### src/rtl/orbit_pkg.sv
// Shared constants, FSM state type and sine-table generator for the orbit position source.
package orbit_pkg;

    localparam logic [7:0] KEY_CW  = 8'h07;
    localparam logic [7:0] KEY_CCW = 8'h04;

    localparam int STEPS_DEFAULT  = 60;
    localparam int RADIUS_DEFAULT = 80;
    localparam int CX_DEFAULT     = 320;
    localparam int CY_DEFAULT     = 240;

    typedef enum logic [2:0] {
        ST_IDLE = 3'd0,
        ST_STEP = 3'd1,
        ST_MRX  = 3'd2,
        ST_MRY  = 3'd3,
        ST_MBX  = 3'd4,
        ST_MBY  = 3'd5,
        ST_OUT  = 3'd6
    } orbit_state_e;

    // pi scaled by 2^30, used by the elaboration-time sine evaluation
    localparam longint PI_FP = 64'sd3373259426;

    // round(256*sin(2*pi*k/steps)) as 10-bit two's complement, integer-only so it
    // folds to a constant in any tool. Angle is folded into the first quadrant and
    // evaluated with a Taylor series in 2^30 fixed point.
    function automatic logic [9:0] sin_entry(input int k, input int steps);
        longint q, kk, x, x2, term, acc, mag;
        bit     neg;
        logic [9:0] res;
        res = '0;
        if (steps >= 4 && k < steps) begin
            q = longint'(steps / 4);
            if (k <= q) begin
                kk  = longint'(k);
                neg = 1'b0;
            end else if (k <= 2 * q) begin
                kk  = 2 * q - longint'(k);
                neg = 1'b0;
            end else if (k <= 3 * q) begin
                kk  = longint'(k) - 2 * q;
                neg = 1'b1;
            end else begin
                kk  = 4 * q - longint'(k);
                neg = 1'b1;
            end
            x    = (PI_FP * kk) / (2 * q);
            x2   = (x * x) >>> 30;
            term = x;
            acc  = x;
            for (int n = 1; n <= 7; n++) begin
                term = -((term * x2) >>> 30) / longint'((2 * n) * (2 * n + 1));
                acc  = acc + term;
            end
            mag = (acc * 256 + (64'sd1 <<< 29)) >>> 30;
            res = neg ? 10'(-mag) : 10'(mag);
        end
        return res;
    endfunction

    // Packs the whole 64-entry table; entries at or beyond steps are zero.
    function automatic logic [639:0] sin_table(input int steps);
        logic [639:0] tbl;
        tbl = '0;
        for (int k = 0; k < 64; k++) begin
            if (k < steps) tbl[k*10 +: 10] = sin_entry(k, steps);
        end
        return tbl;
    endfunction

endpackage

### src/rtl/orbit_sin_rom.sv
// Combinational sine ROM: 6-bit angle index in, 10-bit signed sample (256 = 1.0) out.
module orbit_sin_rom
    import orbit_pkg::*;
#(
    parameter int STEPS = STEPS_DEFAULT
) (
    input  logic [5:0]        addr,
    output logic signed [9:0] data
);

    localparam logic [639:0] TABLE = sin_table(STEPS);

    assign data = signed'(TABLE[addr*10 +: 10]);

endmodule

### src/rtl/orbit_pos_gen.sv
// Per-frame orbit position source: steps the shared angle index from the keycode and
// computes red/blue ball centres with one sine ROM and one multiplier.
//
// state   | meaning
// --------+-------------------------------------------------------------
// IDLE    | waiting for frame_tick; idx is stepped on the exit edge
// STEP    | new idx visible; slot that keeps tick-to-valid at 6 cycles
// MRX     | red X  = CX + R*cos(idx)         -> shadow
// MRY     | red Y  = CY + R*sin(idx)         -> shadow
// MBX     | blue X = CX + R*cos(idx+STEPS/2) -> shadow
// MBY     | blue Y = CY + R*sin(idx+STEPS/2) -> shadow and outputs
// OUT     | outputs hold the new set, pos_valid high
module orbit_pos_gen
    import orbit_pkg::*;
#(
    parameter int STEPS  = STEPS_DEFAULT,
    parameter int RADIUS = RADIUS_DEFAULT,
    parameter int CX     = CX_DEFAULT,
    parameter int CY     = CY_DEFAULT
) (
    input  logic       Clk,
    input  logic       Reset,
    input  logic       frame_tick,
    input  logic [7:0] keycode,
    output logic [9:0] RedX,
    output logic [9:0] RedY,
    output logic [9:0] BlueX,
    output logic [9:0] BlueY,
    output logic [5:0] angle_idx,
    output logic       pos_valid
);

    localparam logic [5:0]         LAST     = 6'(STEPS - 1);
    localparam logic [6:0]         STEPS7   = 7'(STEPS);
    localparam logic [6:0]         OFF_COS  = 7'(STEPS / 4);
    localparam logic [6:0]         OFF_HALF = 7'(STEPS / 2);
    localparam logic [6:0]         OFF_BCOS = 7'((3 * STEPS) / 4);
    localparam logic signed [17:0] RAD18    = 18'(RADIUS);
    localparam logic [9:0]         CX10     = 10'(CX);
    localparam logic [9:0]         CY10     = 10'(CY);
    localparam logic [9:0]         RST_RX   = 10'(CX + RADIUS);
    localparam logic [9:0]         RST_BX   = 10'(CX - RADIUS);

    logic [1:0]          rst_sync;
    logic                rst_n;
    orbit_state_e        state;
    logic [5:0]          idx;
    logic [5:0]          next_idx;
    logic [9:0]          sh_rx, sh_ry, sh_bx, sh_by;
    logic [6:0]          off;
    logic [6:0]          sum;
    logic [5:0]          rom_addr;
    logic [9:0]          base;
    logic signed [9:0]   trig;
    logic signed [17:0]  trig_ext;
    logic signed [17:0]  prod;
    logic signed [17:0]  prod_rnd;
    logic signed [9:0]   term;
    logic [9:0]          coord;

    // Reset asserts immediately but releases only after two clean clock edges
    always_ff @(posedge Clk or negedge Reset) begin
        if (!Reset) rst_sync <= 2'b00;
        else        rst_sync <= {rst_sync[0], 1'b1};
    end

    assign rst_n = rst_sync[1];

    // Keycode decides the next angle index, wrapping at both ends
    always_comb begin
        next_idx = idx;
        if (keycode == KEY_CW)       next_idx = (idx == LAST) ? 6'd0 : idx + 6'd1;
        else if (keycode == KEY_CCW) next_idx = (idx == 6'd0) ? LAST : idx - 6'd1;
    end

    // ROM address offset (cos = sin shifted a quarter turn, blue = half turn) and centre per state
    always_comb begin
        off  = 7'd0;
        base = CX10;
        case (state)
            ST_MRX: begin off = OFF_COS;  base = CX10; end
            ST_MRY: begin off = 7'd0;     base = CY10; end
            ST_MBX: begin off = OFF_BCOS; base = CX10; end
            ST_MBY: begin off = OFF_HALF; base = CY10; end
            default: begin off = 7'd0;    base = CX10; end
        endcase
    end

    assign sum      = {1'b0, idx} + off;
    assign rom_addr = (sum >= STEPS7) ? 6'(sum - STEPS7) : sum[5:0];

    orbit_sin_rom #(.STEPS(STEPS)) u_rom (
        .addr (rom_addr),
        .data (trig)
    );

    // Shared multiplier with round-half-up scaling; the coordinate is the low 10 bits
    // of the 11-bit signed sum, which a 10-bit modular add produces directly.
    assign trig_ext = {{8{trig[9]}}, trig};
    assign prod     = RAD18 * trig_ext;
    assign prod_rnd = prod + 18'sd128;
    assign term     = 10'(prod_rnd >>> 8);
    assign coord    = base + term;

    // Sequencer: index step, four multiplies into shadows, then publish
    always_ff @(posedge Clk or negedge rst_n) begin
        if (!rst_n) begin
            state <= ST_IDLE;
            idx   <= 6'd0;
            sh_rx <= 10'd0;
            sh_ry <= 10'd0;
            sh_bx <= 10'd0;
            sh_by <= 10'd0;
        end else begin
            case (state)
                ST_IDLE: begin
                    if (frame_tick) begin
                        idx   <= next_idx;
                        state <= ST_STEP;
                    end
                end
                ST_STEP: state <= ST_MRX;
                ST_MRX: begin
                    sh_rx <= coord;
                    state <= ST_MRY;
                end
                ST_MRY: begin
                    sh_ry <= coord;
                    state <= ST_MBX;
                end
                ST_MBX: begin
                    sh_bx <= coord;
                    state <= ST_MBY;
                end
                ST_MBY: begin
                    sh_by <= coord;
                    state <= ST_OUT;
                end
                ST_OUT:  state <= ST_IDLE;
                default: state <= ST_IDLE;
            endcase
        end
    end

    // All four outputs load together on the edge into OUT; blue Y bypasses its shadow
    // so the new set is already on the pins during the OUT cycle.
    always_ff @(posedge Clk or negedge rst_n) begin
        if (!rst_n) begin
            RedX  <= RST_RX;
            RedY  <= CY10;
            BlueX <= RST_BX;
            BlueY <= CY10;
        end else if (state == ST_MBY) begin
            RedX  <= sh_rx;
            RedY  <= sh_ry;
            BlueX <= sh_bx;
            BlueY <= coord;
        end
    end

    assign angle_idx = idx;
    assign pos_valid = (state == ST_OUT);

endmodule

### config.mk
export PLATFORM = sky130hd
export DESIGN_NAME = orbit_pos_gen
export DESIGN_NICKNAME = d
export VERILOG_FILES = /design/src/rtl/orbit_pkg.sv /design/src/rtl/orbit_sin_rom.sv /design/src/rtl/orbit_pos_gen.sv
export SDC_FILE = /design/constraint.sdc
export NUM_CORES = 1
export LEC_CHECK = 0
export ABC_AREA = 1
export CORE_ASPECT_RATIO = 1.25
export CORE_UTILIZATION = 45
export CTS_CLUSTER_DIAMETER = 80
export CTS_CLUSTER_SIZE = 14
export DETAILED_ROUTE_END_ITERATION = 12
export PLACE_DENSITY = 0.68
export SYNTH_ARGS = -nofsm -noshare
export SYNTH_HDL_FRONTEND = slang
export SYNTH_SLANG_ARGS = --single-unit
### constraint.sdc
create_clock -name Clk -period 2.25 [get_ports Clk]
set_input_delay 0.225 -clock Clk [delete_from_list [all_inputs] [get_ports Clk]]
set_output_delay 0.225 -clock Clk [all_outputs]
set_load 0.05 [all_outputs]
==> qor.txt <==
Register-to-Register Setup Slack - -4.36 ns
ANT cells - 0
Met3 WL - 736 µm
Pre-antenna DRT Iters - 5
Hold Worst Slack - 0.0359 ns
Core area - 0.0118 mm²
CTS HTree Levels - 3
DP HPWL - 11600 µm
DIE AREA - 0.0127 mm²
Worst R2R End - sh_rx[9]
Final hold vios - 0
Yosys Warn Count - 0
WP data arrival - 6.83 ns
RSZ-0062 raised after global routing - yes
Via count - 6133
Layout area overhead - 66.1%
Setup_tns - -146.42 ns
CTS tree - built
Rows - 44
Synth Net Count - 782
Worst-skew pair later-pin latency - 0.34 ns
Number of flops mapped to enable cells by yosys - 0
Port bufs - 57
Total track usage - 0.272
Async S/R FF share, synth - 1.00
RD Place Congestion - 0.920
Yosys cell types - 54
Max layer used - met4
Synthesized area - 0.00552 mm²
Met2 wire length - 10500 µm
Cell mode on critical path - inv_2
Max Fclk - 151 MHz
Synth Instances - 732
Vias/cell - 5.41
Critical path required time - 2.47 ns
Post-Layout Cell Count - 1133
Clock tree buffer depth - 2
Layout cells sized above 1 - 0.452
WL/cell - 17.4 µm
Placed insts - 1058
Violated checks - negative setup slack
CTS root buffer - clkbuf_16
Min cycle time layout - 6.61 ns
CP Class - reg -> reg
Max-Cap Viols - 0
CTS Buf Count - 9
Hold_buf cts - 0
Chip Width - 101 µm
Measured slew at the worst slew-check pin - 0.675 ns
Final Net Count - 1017
Family with the most delay on the worst path - simple AND/OR/NAND/NOR gates
Worst-path fanout max - 6
Mapped Avg Cell Area - 7.54 µm²
Largest net degree at the start of global routing - 52
R2r startpoint - state[2]
I/O pin total - 58
CP Capture Type - register
# setup viols final - 40
Final WL - 19700 µm
DRT antenna net count - 0
Worst Path Buf+Inv - 9
Initial antenna violation count - 0
Startpoint types - register
Top cells by count, synth - 239 x nand2_1, 79 x inv_1, 66 x dfrtp_1
Final slew viol count - 0
Residual DRC count - 0
Register area share after synthesis - 0.371
Worst-case reg-to-reg path depth - 43
Area contributors post-synth - dfrtp_1 30%, nand2_1 16%, ha_1 8.2%
Status - finished, violations left
Slowest-stage cell, CP - dfrtp_1
Gr ovfl total - 0
Slew headroom - 0.550
First-pass GRT wire length - 27300 µm
Number of global-route vias before repair - 5778
Starting Density - 0.469
Setup Skew - 0.0115 ns
Clock net sink count - 81
Hold crit path type - in -> async
Clock transition at path regs - 0.07 ns
Top-count cell post-synth - nand2_1
Post-synth top area share - 0.299
Wl on met1 - 7350 µm
Detailed Route Iter0 Violations - 262
Pre-CTS setup slack - -4.26 ns
Tcrit/Tclk final - 2.94
Ys flop type - dfrtp_1
Largest stage delay, worst path - 0.43 ns
Chip height - 126 µm
Yosys reg bits - 81
Top cell type by total area after synthesis - dfrtp_1
PnR worst setup slack - -4.36 ns
## metrics by stage
stage / area (µm²) / util
2_1_floorplan: 5750 / -
3_3_place_gp: 7390 / 0.627
3_5_place_dp: 7390 / 0.627
4_1_cts: 8370 / 0.710
5_1_grt: 9170 / 0.778
6_report: 9170 / 0.778
## placed cells by master, fill, tap and decap left out, types with 4 or more instances in the layout
cell / count
nand3_2: 19
inv_1: 54
nand2_8: 10
a31oi_1: 4
nand3_4: 5
buf_4: 146
nand3_1: 22
o211ai_1: 5
o21ai_2: 29
nor2_1: 27
xor2_1: 7
nor2_4: 15
inv_2: 21
ha_1: 20
buf_12: 4
inv_4: 6
nand2_4: 16
nand2_2: 32
clkbuf_16: 9
o21ai_0: 17
a21oi_2: 10
nand2_1: 200
xnor2_2: 5
nand4_1: 7
dfrtp_1: 64
buf_6: 36
o21ai_1: 19
ha_4: 15
clkdlybuf4s50_1: 57
dfstp_2: 15
a21oi_1: 12
or2_4: 4
## metal layers
metal / GRT usage / vias up
li1: - / 2862
met1: 0.311 / 2933
met3: 0.0322 / 92
met2: 0.505 / 246
met5: 0 / -
met4: 0.105 / 0
## timing repair
action | 4_1_cts | 5_1_grt
pin swaps | 51 | 95
endpoints found under the setup margin | 40 | 40
endpoints found under the hold margin | 0 | 0
resized for setup | 102 | 153
gates cloned | 2 | 0
buffers inserted | 34 | 27
## how the worst max path moves through the flow
| stage | start | end | slack [ns] | cells after the start |
|---|---|---|---|---|
| finish | state[2] | sh_rx[9] | -4.36 | 43 |
| CTS | state[2] | sh_ry[9] | -3.98 | 43 |
| global route | state[2] | sh_ry[9] | -4.67 | 43 |
| floorplan | state[2] | BlueY[9] | -3.91 | 42 |
| global placement | state[1] | sh_bx[9] | -4.03 | 41 |
| detailed placement | state[1] | BlueY[9] | -4.26 | 41 |
## kinds of logic after synthesis
family                     after synthesis  synth area share
buffers and inverters                  104            0.0757
xor gates and xnor gates                19            0.0329
DFF                                     81             0.371
and+or+nand+nor                        365             0.293
adders and majority gates               39            0.0925
AOI/OAI and AO/OA                      123             0.134
other                                    1          0.000679
## final cells by class
class / count / area [µm²]
Clock buffer: 9 / 225
Clock inverter: 7 / 72.6
Fill cell: 777 / 2610
Inverter: 83 / 329
Multi-Input combinational cell: 549 / 4140
Sequential cell: 81 / 2050
Tap cell: 161 / 201
Timing Repair Buffer: 243 / 2150
## registers in the layout (all words and copies together), names as in the netlist
register and cells:
BlueX 10, BlueY 10, RedX 10, RedY 10, sh_bx 10, sh_rx 10, sh_ry 10, angle_idx 6
state 3, rst_sync 2
Power is left out: the tool's default activity adds up to more than one toggle a clock period on the data nets, which glitch-free logic cannot reach.
